===== src/rtl/cut_vector_sequencer.sv =====
// cut_vector_sequencer: stores stimulus/expected-response pairs, drives them
// into a circuit-under-test, compares each sampled response, and compacts the
// responses into a MISR signature. Supports single-pass and looped runs.
module cut_vector_sequencer #(
    parameter  int          IN_W      = 41,
    parameter  int          OUT_W     = 32,
    parameter  int          DEPTH     = 16,
    parameter  int          SETTLE    = 1,
    parameter  logic [31:0] MISR_POLY = 32'h04C11DB7,
    localparam int          AW        = $clog2(DEPTH)
) (
    input  logic             clk,
    input  logic             rst,
    input  logic             ld_we,
    input  logic [AW-1:0]    ld_addr,
    input  logic [IN_W-1:0]  ld_stim,
    input  logic [OUT_W-1:0] ld_exp,
    input  logic             start,
    input  logic             stop,
    input  logic             loop_en,
    input  logic [AW:0]      num_vec,
    output logic [IN_W-1:0]  cut_in,
    input  logic [OUT_W-1:0] cut_out,
    output logic             busy,
    output logic             done,
    output logic [AW-1:0]    vec_idx,
    output logic [15:0]      pass_cnt,
    output logic [15:0]      err_cnt,
    output logic             first_fail_vld,
    output logic [AW-1:0]    first_fail_idx,
    output logic [OUT_W-1:0] sig
);

    localparam int            SW      = (SETTLE < 2) ? 1 : $clog2(SETTLE + 1);
    localparam logic [SW-1:0] SETTLE_W = SW'(SETTLE);
    localparam logic [AW:0]   DEPTH_W  = (AW + 1)'(DEPTH);
    localparam logic [OUT_W-1:0] POLY  = OUT_W'(MISR_POLY);

    typedef enum logic [1:0] {
        IDLE,
        RUN,
        DONE
    } state_t;

    state_t             state;
    logic [SW-1:0]      settle_cnt;
    logic [AW-1:0]      last_idx;
    logic               loop_mode;
    logic               mismatch;
    logic [OUT_W-1:0]   misr_next;

    logic [IN_W-1:0]    stim_mem [DEPTH];
    logic [OUT_W-1:0]   exp_mem  [DEPTH];

    // Vector memory write port; loads are locked out while a run is in progress.
    // NOTE: storage arrays get no reset, so they map onto plain RAM and keep
    // their contents across rst; only the control state is reset.
    always_ff @(posedge clk) begin
        if (ld_we && !busy) begin
            stim_mem[ld_addr] <= ld_stim;
            exp_mem[ld_addr]  <= ld_exp;
        end
    end

    // Response compare and next MISR value for the vector currently applied.
    always_comb begin
        mismatch  = (cut_out != exp_mem[vec_idx]);
        misr_next = {sig[OUT_W-2:0], 1'b0} ^ (sig[OUT_W-1] ? POLY : '0) ^ cut_out;
    end

    // Run control FSM with all status outputs registered.
    // NOTE: every register here uses <= so that memory reads on the start edge
    // see the pre-write contents (read-before-write on an address collision).
    always_ff @(posedge clk or posedge rst) begin
        if (rst) begin
            state          <= IDLE;
            settle_cnt     <= '0;
            last_idx       <= '0;
            loop_mode      <= 1'b0;
            cut_in         <= '0;
            busy           <= 1'b0;
            done           <= 1'b0;
            vec_idx        <= '0;
            pass_cnt       <= '0;
            err_cnt        <= '0;
            first_fail_vld <= 1'b0;
            first_fail_idx <= '0;
            sig            <= '0;
        end else begin
            case (state)
                IDLE, DONE: begin
                    if (start) begin
                        pass_cnt       <= '0;
                        err_cnt        <= '0;
                        first_fail_vld <= 1'b0;
                        first_fail_idx <= '0;
                        sig            <= '0;
                        vec_idx        <= '0;
                        cut_in         <= stim_mem[0];
                        settle_cnt     <= SETTLE_W;
                        loop_mode      <= loop_en;
                        if (num_vec > DEPTH_W) begin
                            last_idx <= AW'(DEPTH - 1);
                        end else begin
                            last_idx <= AW'(num_vec - 1'b1);
                        end
                        if (num_vec == '0) begin
                            state <= DONE;
                            busy  <= 1'b0;
                            done  <= 1'b1;
                        end else begin
                            state <= RUN;
                            busy  <= 1'b1;
                            done  <= 1'b0;
                        end
                    end
                end

                RUN: begin
                    if (settle_cnt != SW'(1)) begin
                        settle_cnt <= settle_cnt - 1'b1;
                    end else begin
                        // Sampling edge: compare, compact, advance.
                        sig <= misr_next;
                        if (mismatch) begin
                            if (err_cnt != 16'hFFFF) begin
                                err_cnt <= err_cnt + 1'b1;
                            end
                            if (!first_fail_vld) begin
                                first_fail_vld <= 1'b1;
                                first_fail_idx <= vec_idx;
                            end
                        end
                        settle_cnt <= SETTLE_W;
                        if (vec_idx == last_idx) begin
                            if (pass_cnt != 16'hFFFF) begin
                                pass_cnt <= pass_cnt + 1'b1;
                            end
                            if (loop_mode && !stop) begin
                                vec_idx <= '0;
                                cut_in  <= stim_mem[0];
                            end else begin
                                state <= DONE;
                                busy  <= 1'b0;
                                done  <= 1'b1;
                            end
                        end else begin
                            vec_idx <= vec_idx + 1'b1;
                            cut_in  <= stim_mem[vec_idx + 1'b1];
                        end
                    end
                end

                default: begin
                    state <= IDLE;
                    busy  <= 1'b0;
                    done  <= 1'b0;
                end
            endcase
        end
    end

endmodule


===== config.mk =====
export PLATFORM = sky130hd
export DESIGN_NAME = cut_vector_sequencer
export DESIGN_NICKNAME = d
export VERILOG_FILES = /design/src/rtl/cut_vector_sequencer.sv
export SDC_FILE = /design/constraint.sdc
export NUM_CORES = 2
export LEC_CHECK = 0
export ABC_AREA = 1
export BUFFER_PORTS_ARGS = -buffer_cell sky130_fd_sc_hd__buf_2
export CAP_MARGIN = 20
export CORE_MARGIN = 10
export CORE_UTILIZATION = 61
export CTS_CLUSTER_SIZE = 16
export DETAILED_ROUTE_END_ITERATION = 8
export PLACE_DENSITY = 0.76
export SYNTH_ARGS = -nofsm -noshare
export SYNTH_HDL_FRONTEND = slang
export SYNTH_SLANG_ARGS = --single-unit

===== constraint.sdc =====
create_clock -name clk -period 5.2 [get_ports clk]
set_clock_uncertainty 0.15 [all_clocks]
set_input_delay 1.3 -clock clk [delete_from_list [all_inputs] [get_ports clk]]
set_output_delay 1.3 -clock clk [all_outputs]
set_load 0.01 [all_outputs]

After elaboration in Yosys (flattened, before gate mapping)
Memory sizes are Yosys's and may differ from the RTL's.
Cells that the tools add are included.
{ "classes": {"add_sub_neg": 5, "order_cmp": 1, "eq_ne": 15, "n_mux": 55, "n_bitwise": 2, "n_reduce_logical": 17} }
{ "ops": {"columns": ["operator", "n"], "rows": [
  ["$mux W41", 4],
  ["$mux W16", 7],
  ["$pmux W41 S2", 1],
  ["$mux W32", 2],
  ["$pmux W16 S2", 2],
  ["$pmux W32 S2", 1],
  ["$add A16 B1 Y16 const B", 2],
  ["$mux W4", 8],
  ["$ne A16 B16 Y1 const B", 2],
  ["$ne A32 B32 Y1", 1],
  ["$xor A32 B27 Y32", 1],
  ["$xor A32 B32 Y32", 1],
  ["$mux W27", 1],
  ["$mux W1", 17],
  ["$ne A2 B2 Y1 const B", 8],
  ["$pmux W4 S2", 2],
  ["$reduce_and A5 Y1", 3],
  ["$reduce_and A4 Y1", 3],
  ["$mux W2", 5],
  ["$pmux W1 S2", 4],
  ["$gt A5 B5 Y1 const B", 1],
  ["$logic_not A5 Y1", 1],
  ["$add A4 B1 Y4 const B", 1],
  ["$eq A4 B4 Y1", 1],
  ["13 further kinds", 16]
]} }
{ "totals": {"reg_bits": 124, "mem_bits_rw": 1168, "out_inout_bits": 116, "mem_count": 2} }
{ "mem_list": {"columns": ["name", "depth", "width", "rd", "rd_ports_with_merged_regs", "write_ports", "line_no", "rtl"], "rows": [
  ["stim_mem", 16, 41, 2, 0, 1, "52", "logic [IN_W-1:0] stim_mem [DEPTH];"],
  ["exp_mem", 16, 32, 1, 0, 1, "53", "logic [OUT_W-1:0] exp_mem [DEPTH];"]
]} }

Logic depth before layout (Yosys ltp)
{ "logic_depth": {"ltp_word": 6, "depth_mapped": 21, "depth_no_buf": 18} }

Worst setup path after synthesis
OpenSTA, ideal clock, no wires.
{ "synth_path": {"path_type": "input to register", "from": "input ld_we", "to": "memory exp_mem[10][0] (enable)", "setup_time_ns": 0.505, "t_arrival_ns": 4.710, "required_time_ns": 4.545, "path_slack_ns": -0.165, "stages": 4, "n_path_buf": 0, "cell_sequence": "inv_1 -> nor2_1 -> nand3_1 -> nor2_1"} }
{ "synth_between": {"elab_chain_len": 3} }
{ "synth_lines": {"columns": ["element", "line_no", "rtl"], "rows": [
  ["from (decl)", "14", "input logic ld_we,"],
  ["$logic_and A1 B1 Y1", "59", "if (ld_we && !busy) begin"],
  ["$mux W1", "59", null],
  ["$mux W1 (not written as such)", "61", "exp_mem[ld_addr] <= ld_exp;"],
  ["to (decl)", "53", null]
]} }
Every way passes these cells.

Worst setup path after layout
{ "layout_path": {"from": "register vec_idx[1]", "to": "register err_cnt[13]"} }
{ "layout_between": {"elab_chain_len": 4} }
{ "layout_lines": {"columns": ["element", "line_no", "rtl"], "rows": [
  ["from (decl)", "26", "output logic [AW-1:0] vec_idx,"],
  ["from (signal assigned)", "148", "vec_idx <= vec_idx + 1'b1;"],
  ["$mem_v2 Z16 W32", null, null],
  ["$ne A32 B32 Y1", "67", "mismatch = (cut_out != exp_mem[vec_idx]);"],
  ["$ne A2 B2 Y1 (no line)", null, null],
  ["$reduce_and A5 Y1 (no line)", null, null],
  ["to (signal assigned)", "127", "err_cnt <= err_cnt + 1'b1;"],
  ["to (decl)", "28", "output logic [15:0] err_cnt,"]
]} }
Every way passes these cells.
A chain may end at the register's enable or synchronous reset.

==> results by group <==
Pwr
  • Leakage power: around 22 nW
  • Pwr per Cell Area: 496 nW/um^2
  • VDD IR max: 0.391 mV
  • Total power: roughly 29 mW

Layout
  • Cell area after layout: around 60000 um^2
  • Ratio of cells with drive above 1 in the final layout: 0.117
  • Synthesis-to-layout area growth: 12.5%
  • Final core utilization: 0.694
  • Total Nets Final: between 4000 and 5000

Logic synthesis
  • Synth area leaders: edfxtp_1 (67%), nand2_1 (6.3%), dfrtp_1 (5.8%)
  • Sequential fraction of the synthesis area: 0.724
  • #FFs+latches synth: 1291
  • Yosys cell types: 42
  • Avg Cell Area, Syn: roughly 12 um^2
  • Asr flop ratio synth: 0.0953
  • Post-synthesis simple-gate area fraction: 0.137
  • Cells after synthesis: approximately 4500
  • Most used DFF post-synth: edfxtp_1
  • Largest family of logic cells by synthesized area: simple AND/OR/NAND/NOR gates
  • Top cells by count, synth: edfxtp_1 (1168), nand2_1 (891), nor2_1 (610)
  • Post-synthesis mux area share: 0
  • Compound-gate portion of the synthesized area: 0.0987
  • Mapped Area: approximately 53000 um^2
  • Syn_nets: 4578
  • Most common cell in the netlist: edfxtp_1
  • Xor and xnor area share after synthesis: 0.00332
  • Area leader, netlist: edfxtp_1
  • Synth Area in Adders: 0.00119
  • Synth Warn #: 0
  • Number of synthesized flops with an enable pin: between 1000 and 1500
  • Post-synth top area share: 0.665

Drt
  • Antenna Violating Nets Remaining: 0
  • Drt first pass iters: 6
  • Vias: roughly 36000
  • Vias per cell: 6.15
  • Residual DRC: 0
  • Initial DRC count: about 4800
  • Post-Route WL: around 140000 um
  • Routed len/inst: between 20 and 25 um

Clocking
  • Max clock buf depth: 3
  • Latest clock arrival within the worst-skew pair: ~0.72 ns
  • CTS sink count: 1291
  • Post-CTS setup buffers: 0
  • PostCTS Resize Cnt: 0
  • CTS clock-pin slew for the worst setup and hold paths: around 0.06 ns
  • Root Buffer: clkbuf_16
  • TritonCTS Buffers: about 130
  • CTS Hold Bufs: 0
  • CTS tree: yes
  • Htree depth: 4

Worst hold path
  • Hold wc startpoint: settle_cnt
  • WHS Path Cells: 2
  • Worst hold path endpoint: settle_cnt
  • Worst hold path type: flip-flop to flip-flop

Timing
  • Tmin final: ~4.5 ns
  • RSZ-0062 raised after global routing: no
  • Least-Margin Pin Slew: slightly above 1 ns
  • Relative slew slack: 0.306
  • Final setup fails: 0
  • Final hold viol count: 0
  • FMAX: between 200 and 250 MHz
  • Slew Viols, Final: 0
  • Tcrit/Tclk final: 0.865

Setup path
  • WP data required: ~5.7 ns
  • Worst Path Max Fanout: between 40 and 50
  • CP cell instances: clkinv_2, buf_4, nor2_1, o21ai_1, nand3_1, nand3_1, nand2_1, nand2_1, nand2_1, nand2_1, nor2_1, nand2_1, nor2_1, nand2_2, nand3_4, nand2_1, nand2_1
  • Critical Path Max Stage Delay: ~0.9 ns
  • Crit. End Element: flip-flop
  • Worst path top cell family by delay: simple AND/OR/NAND/NOR gates
  • FF-to-FF End: err_cnt[13]
  • Reg2reg path depth: 17
  • CP max-delay cell: clkinv_2
  • Worst path bufs/invs: 2
  • Crit start category: flip-flop
  • Most frequent CP cell: nand2_1
  • WS Path Type: flip-flop to flip-flop
  • Setup slack, reg-to-reg: roughly 0.70 ns
  • CP Data Arrival Time: around 5.0 ns
  • R2R Path Start: vec_idx[1]

Die
  • I/O pin count: 236
  • Standard-cell rows: around 110
  • Die area: 98600 um^2
  • DIE HEIGHT: ~310 um
  • Placeable Area: ~85000 um^2
  • Starting Density: 0.617
  • Die extent in x: 314 um

Placed design
  • Area post-placement: roughly 55000 um^2
  • GP Congestion: between 0.8 and 0.9
  • Post-detail-place hpwl: 74100 um
  • I/O Buffers: 235

Job
  • Max_cap viols: 0

Global routing
  • Largest net degree at the start of global routing: roughly 130
  • Number of global-route vias before repair: between 30000 and 40000
  • Total track usage: 0.276
  • Global-route wire length before repair: about 210000 um
  • Final global-route overflow total: 0
  • Antenna violations before repair: 25

Outcome
  • Outcome: finished clean
layout by cell type (no fill, tap or decap), types with 37 or more instances in the layout:
master,count
inv_1,168
o22ai_1,125
nand4_1,40
o211ai_1,79
buf_4,56
clkbuf_16,136
a32o_1,42
nand3_1,209
nand2_1,891
edfxtp_1,1168
nor2_1,594
o21ai_0,390
clkbuf_1,37
dfrtp_1,120
a21oi_1,185
buf_2,235
where the power goes:
group	internal [mW]	leakage, nW	total (mW)	switching [mW]
logic	2.57	7.38	8.09	5.52
clock network	5.23	2.03	9.07	3.85
registers	11.8	12.1	12.3	0.445
worst max-delay path by stage:
stage               startpoint             end  slack (ns)  cells after the start
floorplan                ld_we  exp_mem[10][0]       -0.16                      4
global placement    vec_idx[1]     err_cnt[15]        0.97                     17
detailed placement  vec_idx[1]     err_cnt[14]        0.84                     17
CTS                 vec_idx[1]     err_cnt[13]        0.79                     17
global route        vec_idx[1]     err_cnt[13]        0.45                     18
finish              vec_idx[1]     err_cnt[13]        0.70                     17
cells by family (layout without fill, tap and decap cells):
| kind of cell | count (synthesis) | count (layout) |
|---|---|---|
| xor+xnor | 20 | 20 |
| flops | 1291 | 1291 |
| fa+ha+maj | 5 | 5 |
| simple gates | 1792 | 1792 |
| other cells | 0 | 9 |
| compound gates | 893 | 893 |
| buf+inv | 452 | 725 |
per-layer routing:
metal / vias to the layer above / share of wire / track usage
li1: 16200 / - / -
met5: - / 0.00073 / 0
met3: 347 / 0.096 / 0.0450
met1: 17500 / 0.38 / 0.361
met2: 2072 / 0.49 / 0.457
met4: 16 / 0.035 / 0.119
flip-flops by register name, summed over array words and instances (netlist names):
| signal | flops |
|---|---|
| busy | 1 |
| cut_in | 41 |
| done | 1 |
| err_cnt | 16 |
| exp_mem | 512 |
| first_fail_idx | 4 |
| first_fail_vld | 1 |
| last_idx | 4 |
| loop_mode | 1 |
| pass_cnt | 16 |
| settle_cnt | 1 |
| sig | 32 |
| state | 1 |
| stim_mem | 656 |
| vec_idx | 4 |
per-stage QoR:
step                setup TNS [ns]  worst slack, ns  cells  hold slack (ns)
finish                           0            0.700   5879            0.313
global route                     0            0.446   5876            0.343
CTS                              0            0.794   5870            0.317
floorplan                  -164.97           -0.165   4453            0.286
detailed placement               0            0.843   5636            0.304
global placement                 0            0.966   5636            0.297
worst register-to-register path, cell delays in order, from the launching register on:
cell	delay, ns
dfrtp_2	0.84
clkinv_2	0.90
buf_4	0.53
nor2_1	0.17
o21ai_1	0.08
nand3_1	0.10
nand3_1	0.11
nand2_1	0.07
nand2_1	0.05
nand2_1	0.09
nand2_1	0.08
nor2_1	0.17
nand2_1	0.08
nor2_1	0.18
nand2_2	0.34
nand3_4	0.31
nand2_1	0.09
nand2_1	0.07
final cells by class:
| type | count | area [um^2] |
|---|---|---|
| clock inverters | 46 | 405 |
| well taps | 1144 | 1430 |
| inverters | 180 | 692 |
| diodes | 9 | 22.5 |
| multi-input cells | 2710 | 12800 |
| flip-flops and latches | 1291 | 38200 |
| repair buffers | 311 | 2000 |
| fillers | 5896 | 26100 |
| clock buffers | 188 | 3750 |
No activity file was read; power rests on OpenSTA's default activity.
